==> src/rtl/idu_multilane_pipebuf.sv <==
`default_nettype none
// ============================================================================
//  Module   : idu_multilane_pipebuf
//  Purpose  : Multi-lane decode-stage pipeline buffer sitting between the
//             decoder(s) and the IRU. Up to LANES decoded bundles enter per
//             cycle and are held in an in-order circular skid queue of DEPTH
//             entries. The LANES oldest entries are presented every cycle, and
//             the IRU consumes 0..LANES of them starting at lane 0. A flush
//             from intwb empties the queue.
//  Ports    : clock        - clock
//             reset        - synchronous reset, active-high
//             flush_valid  - pipeline flush from intwb
//             in_valid     - per-lane valid, contiguous from lane 0
//             in_payload   - lane i at [i*PAYLOAD_W +: PAYLOAD_W]
//             in_ready     - the whole input group can be taken this cycle
//             out_valid    - lane i holds the (i+1)-th oldest entry
//             out_payload  - queue entries head+0 .. head+LANES-1
//             out_deq_cnt  - number of lanes the IRU consumes this cycle
//             occupancy    - registered entry count
//  Revision : 1.0 - initial release
// ============================================================================
module idu_multilane_pipebuf #(
  parameter int LANES     = 2,
  parameter int PAYLOAD_W = 160,
  parameter int DEPTH     = 8,
  parameter int CNT_W     = $clog2(DEPTH + 1)
) (
  input  logic                         clock,
  input  logic                         reset,
  input  logic                         flush_valid,
  input  logic [LANES-1:0]             in_valid,
  input  logic [LANES*PAYLOAD_W-1:0]   in_payload,
  output logic                         in_ready,
  output logic [LANES-1:0]             out_valid,
  output logic [LANES*PAYLOAD_W-1:0]   out_payload,
  input  logic [$clog2(LANES+1)-1:0]   out_deq_cnt,
  output logic [CNT_W-1:0]             occupancy
);

  localparam int c_PTR_W = $clog2(DEPTH);
  localparam int c_DQ_W  = $clog2(LANES + 1);

  logic [PAYLOAD_W-1:0] r_mem [DEPTH];
  logic [c_PTR_W-1:0]   r_head;
  logic [c_PTR_W-1:0]   r_tail;
  logic [CNT_W-1:0]     r_count;

  logic [c_DQ_W-1:0]    w_enq_n;    // contiguous valid prefix length
  logic                 w_hole;     // a valid lane follows an invalid one
  logic                 w_gap;
  logic [c_DQ_W-1:0]    w_avail;    // lanes currently presented as valid
  logic [c_DQ_W-1:0]    w_enq_acc;  // lanes actually written this cycle
  logic [c_DQ_W-1:0]    w_deq_n;    // lanes actually consumed this cycle
  logic [CNT_W-1:0]     w_free;

  // Space check uses the pre-dequeue count so ready never depends on the
  // IRU's consume decision in the same cycle.
  assign w_free    = CNT_W'(DEPTH) - r_count;
  assign in_ready  = !flush_valid && (w_free >= CNT_W'(LANES));
  assign occupancy = r_count;

  always_comb begin
    w_enq_n = '0;
    w_gap   = 1'b0;
    w_hole  = 1'b0;
    for (int i = 0; i < LANES; i++) begin
      if (in_valid[i]) begin
        if (w_gap) w_hole = 1'b1;
        else       w_enq_n = w_enq_n + c_DQ_W'(1);
      end else begin
        w_gap = 1'b1;
      end
    end
  end

  assign w_avail   = (r_count >= CNT_W'(LANES)) ? c_DQ_W'(LANES) : c_DQ_W'(r_count);
  assign w_enq_acc = in_ready ? w_enq_n : '0;
  // flush_valid forces out_valid to zero, so nothing may be consumed then.
  assign w_deq_n   = flush_valid ? '0 :
                     ((out_deq_cnt < w_avail) ? out_deq_cnt : w_avail);

  // Read side: pointer arithmetic wraps naturally because DEPTH is a power of 2.
  for (genvar g = 0; g < LANES; g++) begin : g_out
    assign out_valid[g] = (r_count > CNT_W'(g)) && !flush_valid;
    assign out_payload[g*PAYLOAD_W +: PAYLOAD_W] = r_mem[r_head + c_PTR_W'(g)];
  end

  // Storage is not reset; the pointers alone define what is valid.
  always_ff @(posedge clock) begin
    if (!reset && in_ready) begin
      for (int i = 0; i < LANES; i++) begin
        if (i < int'(w_enq_n)) begin
          r_mem[r_tail + c_PTR_W'(i)] <= in_payload[i*PAYLOAD_W +: PAYLOAD_W];
        end
      end
    end
  end

  always_ff @(posedge clock) begin
    if (reset || flush_valid) begin
      r_head  <= '0;
      r_tail  <= '0;
      r_count <= '0;
    end else begin
      r_tail  <= r_tail + c_PTR_W'(w_enq_acc);
      r_head  <= r_head + c_PTR_W'(w_deq_n);
      r_count <= r_count + CNT_W'(w_enq_acc) - CNT_W'(w_deq_n);
    end
  end

  // Protocol checks on the decoder and IRU handshakes; illegal requests are
  // tolerated (dropped or clamped) and only reported.
  always_ff @(posedge clock) begin
    if (!reset && !flush_valid) begin
      assert (!w_hole)
        else $warning("idu_multilane_pipebuf: non-contiguous in_valid %b, trailing lanes dropped", in_valid);
      assert (out_deq_cnt <= w_avail)
        else $warning("idu_multilane_pipebuf: out_deq_cnt %0d exceeds valid lanes %0d, clamped", out_deq_cnt, w_avail);
    end
  end

endmodule
`default_nettype wire

==> config.mk <==
export PLATFORM = sky130hd
export DESIGN_NAME = idu_multilane_pipebuf
export DESIGN_NICKNAME = d
export VERILOG_FILES = /design/src/rtl/idu_multilane_pipebuf.sv
export SDC_FILE = /design/constraint.sdc
export NUM_CORES = 2
export LEC_CHECK = 0
export CORE_MARGIN = 2
export CORE_UTILIZATION = 40
export DETAILED_ROUTE_END_ITERATION = 6
export DONT_BUFFER_PORTS = 1
export MAX_ROUTING_LAYER = met4
export SLEW_MARGIN = 10
export SYNTH_ARGS = -nofsm -noshare
export SYNTH_HDL_FRONTEND = slang
export SYNTH_SLANG_ARGS = --single-unit
export TNS_END_PERCENT = 10
==> constraint.sdc <==
create_clock -name clock -period 11.1 [get_ports clock]
set_input_delay 1.665 -clock clock [delete_from_list [all_inputs] [get_ports clock]]
set_output_delay 1.665 -clock clock [all_outputs]
set_load 0.1 [all_outputs]
==> impl_results.html <==
<table>
<tr><th>Metric</th><th>Value</th></tr>
<tr><th colspan="2">Status</th></tr>
<tr><td>Outcome</td><td>complete, no violations</td></tr>
<tr><th colspan="2">Clocking</th></tr>
<tr><td>Number of hold buffers added after CTS</td><td>0</td></tr>
<tr><td>Number of buffers added by the clock tree synthesis step</td><td>150</td></tr>
<tr><td>Clock insertion delay at the later pin of the skew report</td><td>0.81 ns</td></tr>
<tr><td>Clk Tree Root Cell</td><td>sky130_fd_sc_hd__clkbuf_16</td></tr>
<tr><td>Post-CTS setup-driven buffer insertion count</td><td>0</td></tr>
<tr><td>Number of sinks handled by clock tree synthesis</td><td>1,290</td></tr>
<tr><td>Deepest clock path buffer count</td><td>3</td></tr>
<tr><td>Clk slew on worst S/H paths</td><td>0.06 ns</td></tr>
<tr><td>Cells resized by post-CTS repair</td><td>0</td></tr>
<tr><td>CTS tree</td><td>built</td></tr>
<tr><td>Number of H-tree levels</td><td>4</td></tr>
<tr><th colspan="2">Power and ir drop</th></tr>
<tr><td>Largest vdd supply drop</td><td>224 uV</td></tr>
<tr><td>Leakage power</td><td>24.1 nW</td></tr>
<tr><td>Total power density per cell area</td><td>188 nW/um^2</td></tr>
<tr><th colspan="2">STA</th></tr>
<tr><td>Final Critical Period</td><td>7.03 ns</td></tr>
<tr><td>Unrepaired setup endpoints after global routing</td><td>no</td></tr>
<tr><td>Hold Violations, Final</td><td>0</td></tr>
<tr><td>Setup Viol. Count Final</td><td>0</td></tr>
<tr><td>TNS Setup</td><td>0 ns</td></tr>
<tr><td>Worst slew margin relative to its limit</td><td>21.2%</td></tr>
<tr><td>Worst Skew</td><td>0.0307 ns</td></tr>
<tr><td>Pin slew with the least headroom to its limit</td><td>1.18 ns</td></tr>
<tr><td>Highest attainable clock frequency</td><td>142 MHz</td></tr>
<tr><td>Max Slew Vio Count</td><td>0</td></tr>
<tr><td>Period utilisation layout</td><td>63.3%</td></tr>
<tr><th colspan="2">Route</th></tr>
<tr><td>Via count of the routed design</td><td>40.3k</td></tr>
<tr><td>Drt wl/cell</td><td>34.3 um</td></tr>
<tr><td># DRC</td><td>0</td></tr>
<tr><td>Detailed Route Iter0 Violations</td><td>3,182</td></tr>
<tr><td>Count of TritonRoute iterations in the first routing pass</td><td>5</td></tr>
<tr><td>Via density per instance</td><td>6.31</td></tr>
<tr><td>Final wirelength</td><td>219,000 um</td></tr>
<tr><td>Antenna violation net count after detailed routing</td><td>0</td></tr>
<tr><th colspan="2">Critical path</th></tr>
<tr><td>Max FO, Critical Path</td><td>136</td></tr>
<tr><td>Launching element type of the critical path</td><td>flip-flop</td></tr>
<tr><td>Critical path required time</td><td>9.44 ns</td></tr>
<tr><td>Data arrival time of the critical path</td><td>5.36 ns</td></tr>
<tr><td>Sort of element at the end of the critical path</td><td>output port</td></tr>
<tr><td>Cells on worst reg2reg path</td><td>8</td></tr>
<tr><td>Worst setup path class</td><td>flip-flop to output port</td></tr>
<tr><th colspan="2">Synth</th></tr>
<tr><td>Cell area after synthesis</td><td>73,500 um^2</td></tr>
<tr><td>Count of yosys warnings during synthesis</td><td>0</td></tr>
<tr><td>Count of state elements after synthesis</td><td>1,290</td></tr>
<tr><td>Net Count, Synth</td><td>4,308</td></tr>
<tr><td>Synth unique cells</td><td>37</td></tr>
<tr><td>Register area share after synthesis</td><td>52.6%</td></tr>
<tr><td>Gate count of the mapped netlist</td><td>3,963</td></tr>
<tr><td>Per-instance average area after synthesis</td><td>18.5 um^2</td></tr>
<tr><th colspan="2">Global routing</th></tr>
<tr><td>Via count of the first global-routing pass</td><td>43.1k</td></tr>
<tr><td>Global-route congestion overflow total</td><td>0</td></tr>
<tr><td>Global-route wire length before repair</td><td>315,000 um</td></tr>
<tr><td>Largest net degree at the start of global routing</td><td>137</td></tr>
<tr><td>Antenna violations before repair</td><td>2</td></tr>
<tr><td>Gr usage total</td><td>24.0%</td></tr>
<tr><th colspan="2">Min path</th></tr>
<tr><td>Class of the worst hold path</td><td>flip-flop to flip-flop</td></tr>
<tr><td>Worst hold path stage count</td><td>2</td></tr>
<tr><th colspan="2">Final layout</th></tr>
<tr><td>Area growth from synthesis to final layout</td><td>9.85%</td></tr>
<tr><td>Sequential standard cell area</td><td>38,600 um^2</td></tr>
<tr><td>Share of post-route cells with drive strength above 1</td><td>54.0%</td></tr>
<tr><td>Fillers</td><td>15.8k</td></tr>
<tr><td>Post-layout net count</td><td>4,223</td></tr>
<tr><td>Number of non-filler instances in the completed layout</td><td>6,380</td></tr>
<tr><td>Area of the multi-input gates</td><td>33,400 um^2</td></tr>
<tr><th colspan="2">Place</th></tr>
<tr><td>Final Wtd Congestion</td><td>0.799</td></tr>
<tr><td>IO Port Bufs</td><td>0</td></tr>
<tr><td>Estimated wirelength of the detail-placed design</td><td>121,000 um</td></tr>
<tr><td>Placed insts</td><td>6,111</td></tr>
<tr><th colspan="2">Floorplanning</th></tr>
<tr><td>DIE HEIGHT</td><td>433 um</td></tr>
<tr><td>Die area</td><td>187,000 um^2</td></tr>
<tr><td>Effective utilization at floorplan</td><td>40.2%</td></tr>
<tr><td>Boundary Pins</td><td>654</td></tr>
<tr><td>Num rows</td><td>157</td></tr>
<tr><td>Die extent in x</td><td>433 um</td></tr>
<tr><td>Area inside the core boundary</td><td>183,000 um^2</td></tr>
<tr><th colspan="2">Job</th></tr>
<tr><td>Number of maximum-capacitance violations</td><td>0</td></tr>
</table>
==> kinds of logic (layout without fill, tap and decap cells) <==
group                      count (synthesis)  in the layout  share of synthesized area (%)
AOI/OAI and AO/OA                         21             21                          0.213
xor gates and xnor gates                  10             10                          0.119
adders and majority gates                 18             18                          0.347
buffers and inverters                    332            363                           2.19
DFF                                     1290           1290                           52.6
muxes                                   2240           2240                           44.1
other                                      0              1                              0
and+or+nand+nor                           52             52                          0.390
==> flip-flops by register name, summed over array words and instances, names as in the netlist <==
signal     cells
occupancy      4
r_tail         3
r_head         3
r_mem       1280
==> final cells by class <==
cell class | count | share of cell area (%)
inverters | 13 | 0.0605
clock inverters | 83 | 0.954
flip-flops and latches | 1290 | 47.9
repair buffers | 82 | 1.03
multi-input cells | 2341 | 41.4
diodes | 1 | 0.00310
well taps | 2385 | 3.70
clock buffers | 185 | 4.97
==> Yosys cell counts (all sizes together) <==
master     n  area (um^2)
and3       1         6.26
buf      215         1170
mux4     640        14400
nor4b      1         8.76
nor3b      1         7.51
or2        1         6.26
clkbuf   104          390
edfxtp  1280        38400
dfxtp     10          200
a22oi      2         15.0
a21boi     1         7.51
or4b       1         10.0
mux2    1600        18000
fa         4         80.1
a32oi      1         8.76
nor3       6         45.0
or3        2         12.5
nand2b     1         6.26
xnor2      6         52.6
nor2b      5         31.3
a21o       1         7.51
and4bb     1         12.5
a21oi     13         80.1
o211ai     3         37.5
nand3      4         20.0
nand4      2         12.5
nor2      16         60.1
xor2       4         35.0
and2       4         25.0
ha        14          175
inv       13         48.8
nand2      6         22.5
==> critical path, stage by stage (launching register included) <==
cell	delay [ns]
sky130_fd_sc_hd__dfxtp_4	0.89
sky130_fd_sc_hd__buf_4	0.73
sky130_fd_sc_hd__buf_12	0.62
sky130_fd_sc_hd__buf_12	0.64
sky130_fd_sc_hd__mux4_2	0.60
sky130_fd_sc_hd__mux2_2	0.53
==> layout by cell type, fill, tap and decap left out, types with 5 or more instances in the layout <==
master,count
sky130_fd_sc_hd__a21oi_4,10
sky130_fd_sc_hd__clkbuf_1,29
sky130_fd_sc_hd__clkinv_8,5
sky130_fd_sc_hd__mux4_2,640
sky130_fd_sc_hd__clkinv_2,23
sky130_fd_sc_hd__buf_4,65
sky130_fd_sc_hd__nand2_1,6
sky130_fd_sc_hd__clkbuf_16,156
sky130_fd_sc_hd__dfxtp_1,7
sky130_fd_sc_hd__xnor2_1,6
sky130_fd_sc_hd__bufinv_16,13
sky130_fd_sc_hd__nor2b_1,5
sky130_fd_sc_hd__nor2_1,11
sky130_fd_sc_hd__buf_12,17
sky130_fd_sc_hd__inv_1,13
sky130_fd_sc_hd__mux2_1,399
sky130_fd_sc_hd__edfxtp_1,1280
sky130_fd_sc_hd__mux2_2,1201
sky130_fd_sc_hd__ha_1,13
sky130_fd_sc_hd__clkinv_1,37
==> through the flow <==
step | total power [mW] | hold WS (ns) | cell area [um^2] | utilization [%] | setup WS [ns]
6_report | 15.1 | 0.681 | 80700 | 44.2 | 4.07
5_1_grt | 15.6 | 0.743 | 80700 | 44.2 | 3.68
4_1_cts | 15.3 | 0.681 | 80700 | 44.2 | 3.96
3_5_place_dp | 10.4 | 0.668 | 75900 | 41.6 | 4.85
3_3_place_gp | 10.3 | 0.658 | 75900 | 41.6 | 4.89
2_1_floorplan | 9.71 | 0.575 | 73500 | - | 0.126
==> power breakdown <==
group | switching (mW) | internal (mW)
logic | 3.39 | 1.21
registers | 0.104 | 5.52
clock network | 2.05 | 2.86
total | 5.55 | 9.59
==> worst paths after layout <==
check | startpoint | to | slack [ns]
max | r_head[0] | out_payload[247] | 4.07
min | r_tail[2] | r_tail[2] | 0.68
max reg2reg | occupancy[1] | r_mem[7][95] | 5.69
min reg2reg | r_tail[2] | r_tail[2] | 0.68
==> per-layer routing <==
metal / global-route usage [%] / part of all wire [%]
met1: 29.1 / 39
met2: 39.1 / 50
met3: 6.25 / 7.8
met4: 7.66 / 3.2
met5: - / 0
Note: power is estimated with default switching activity, not from simulation.
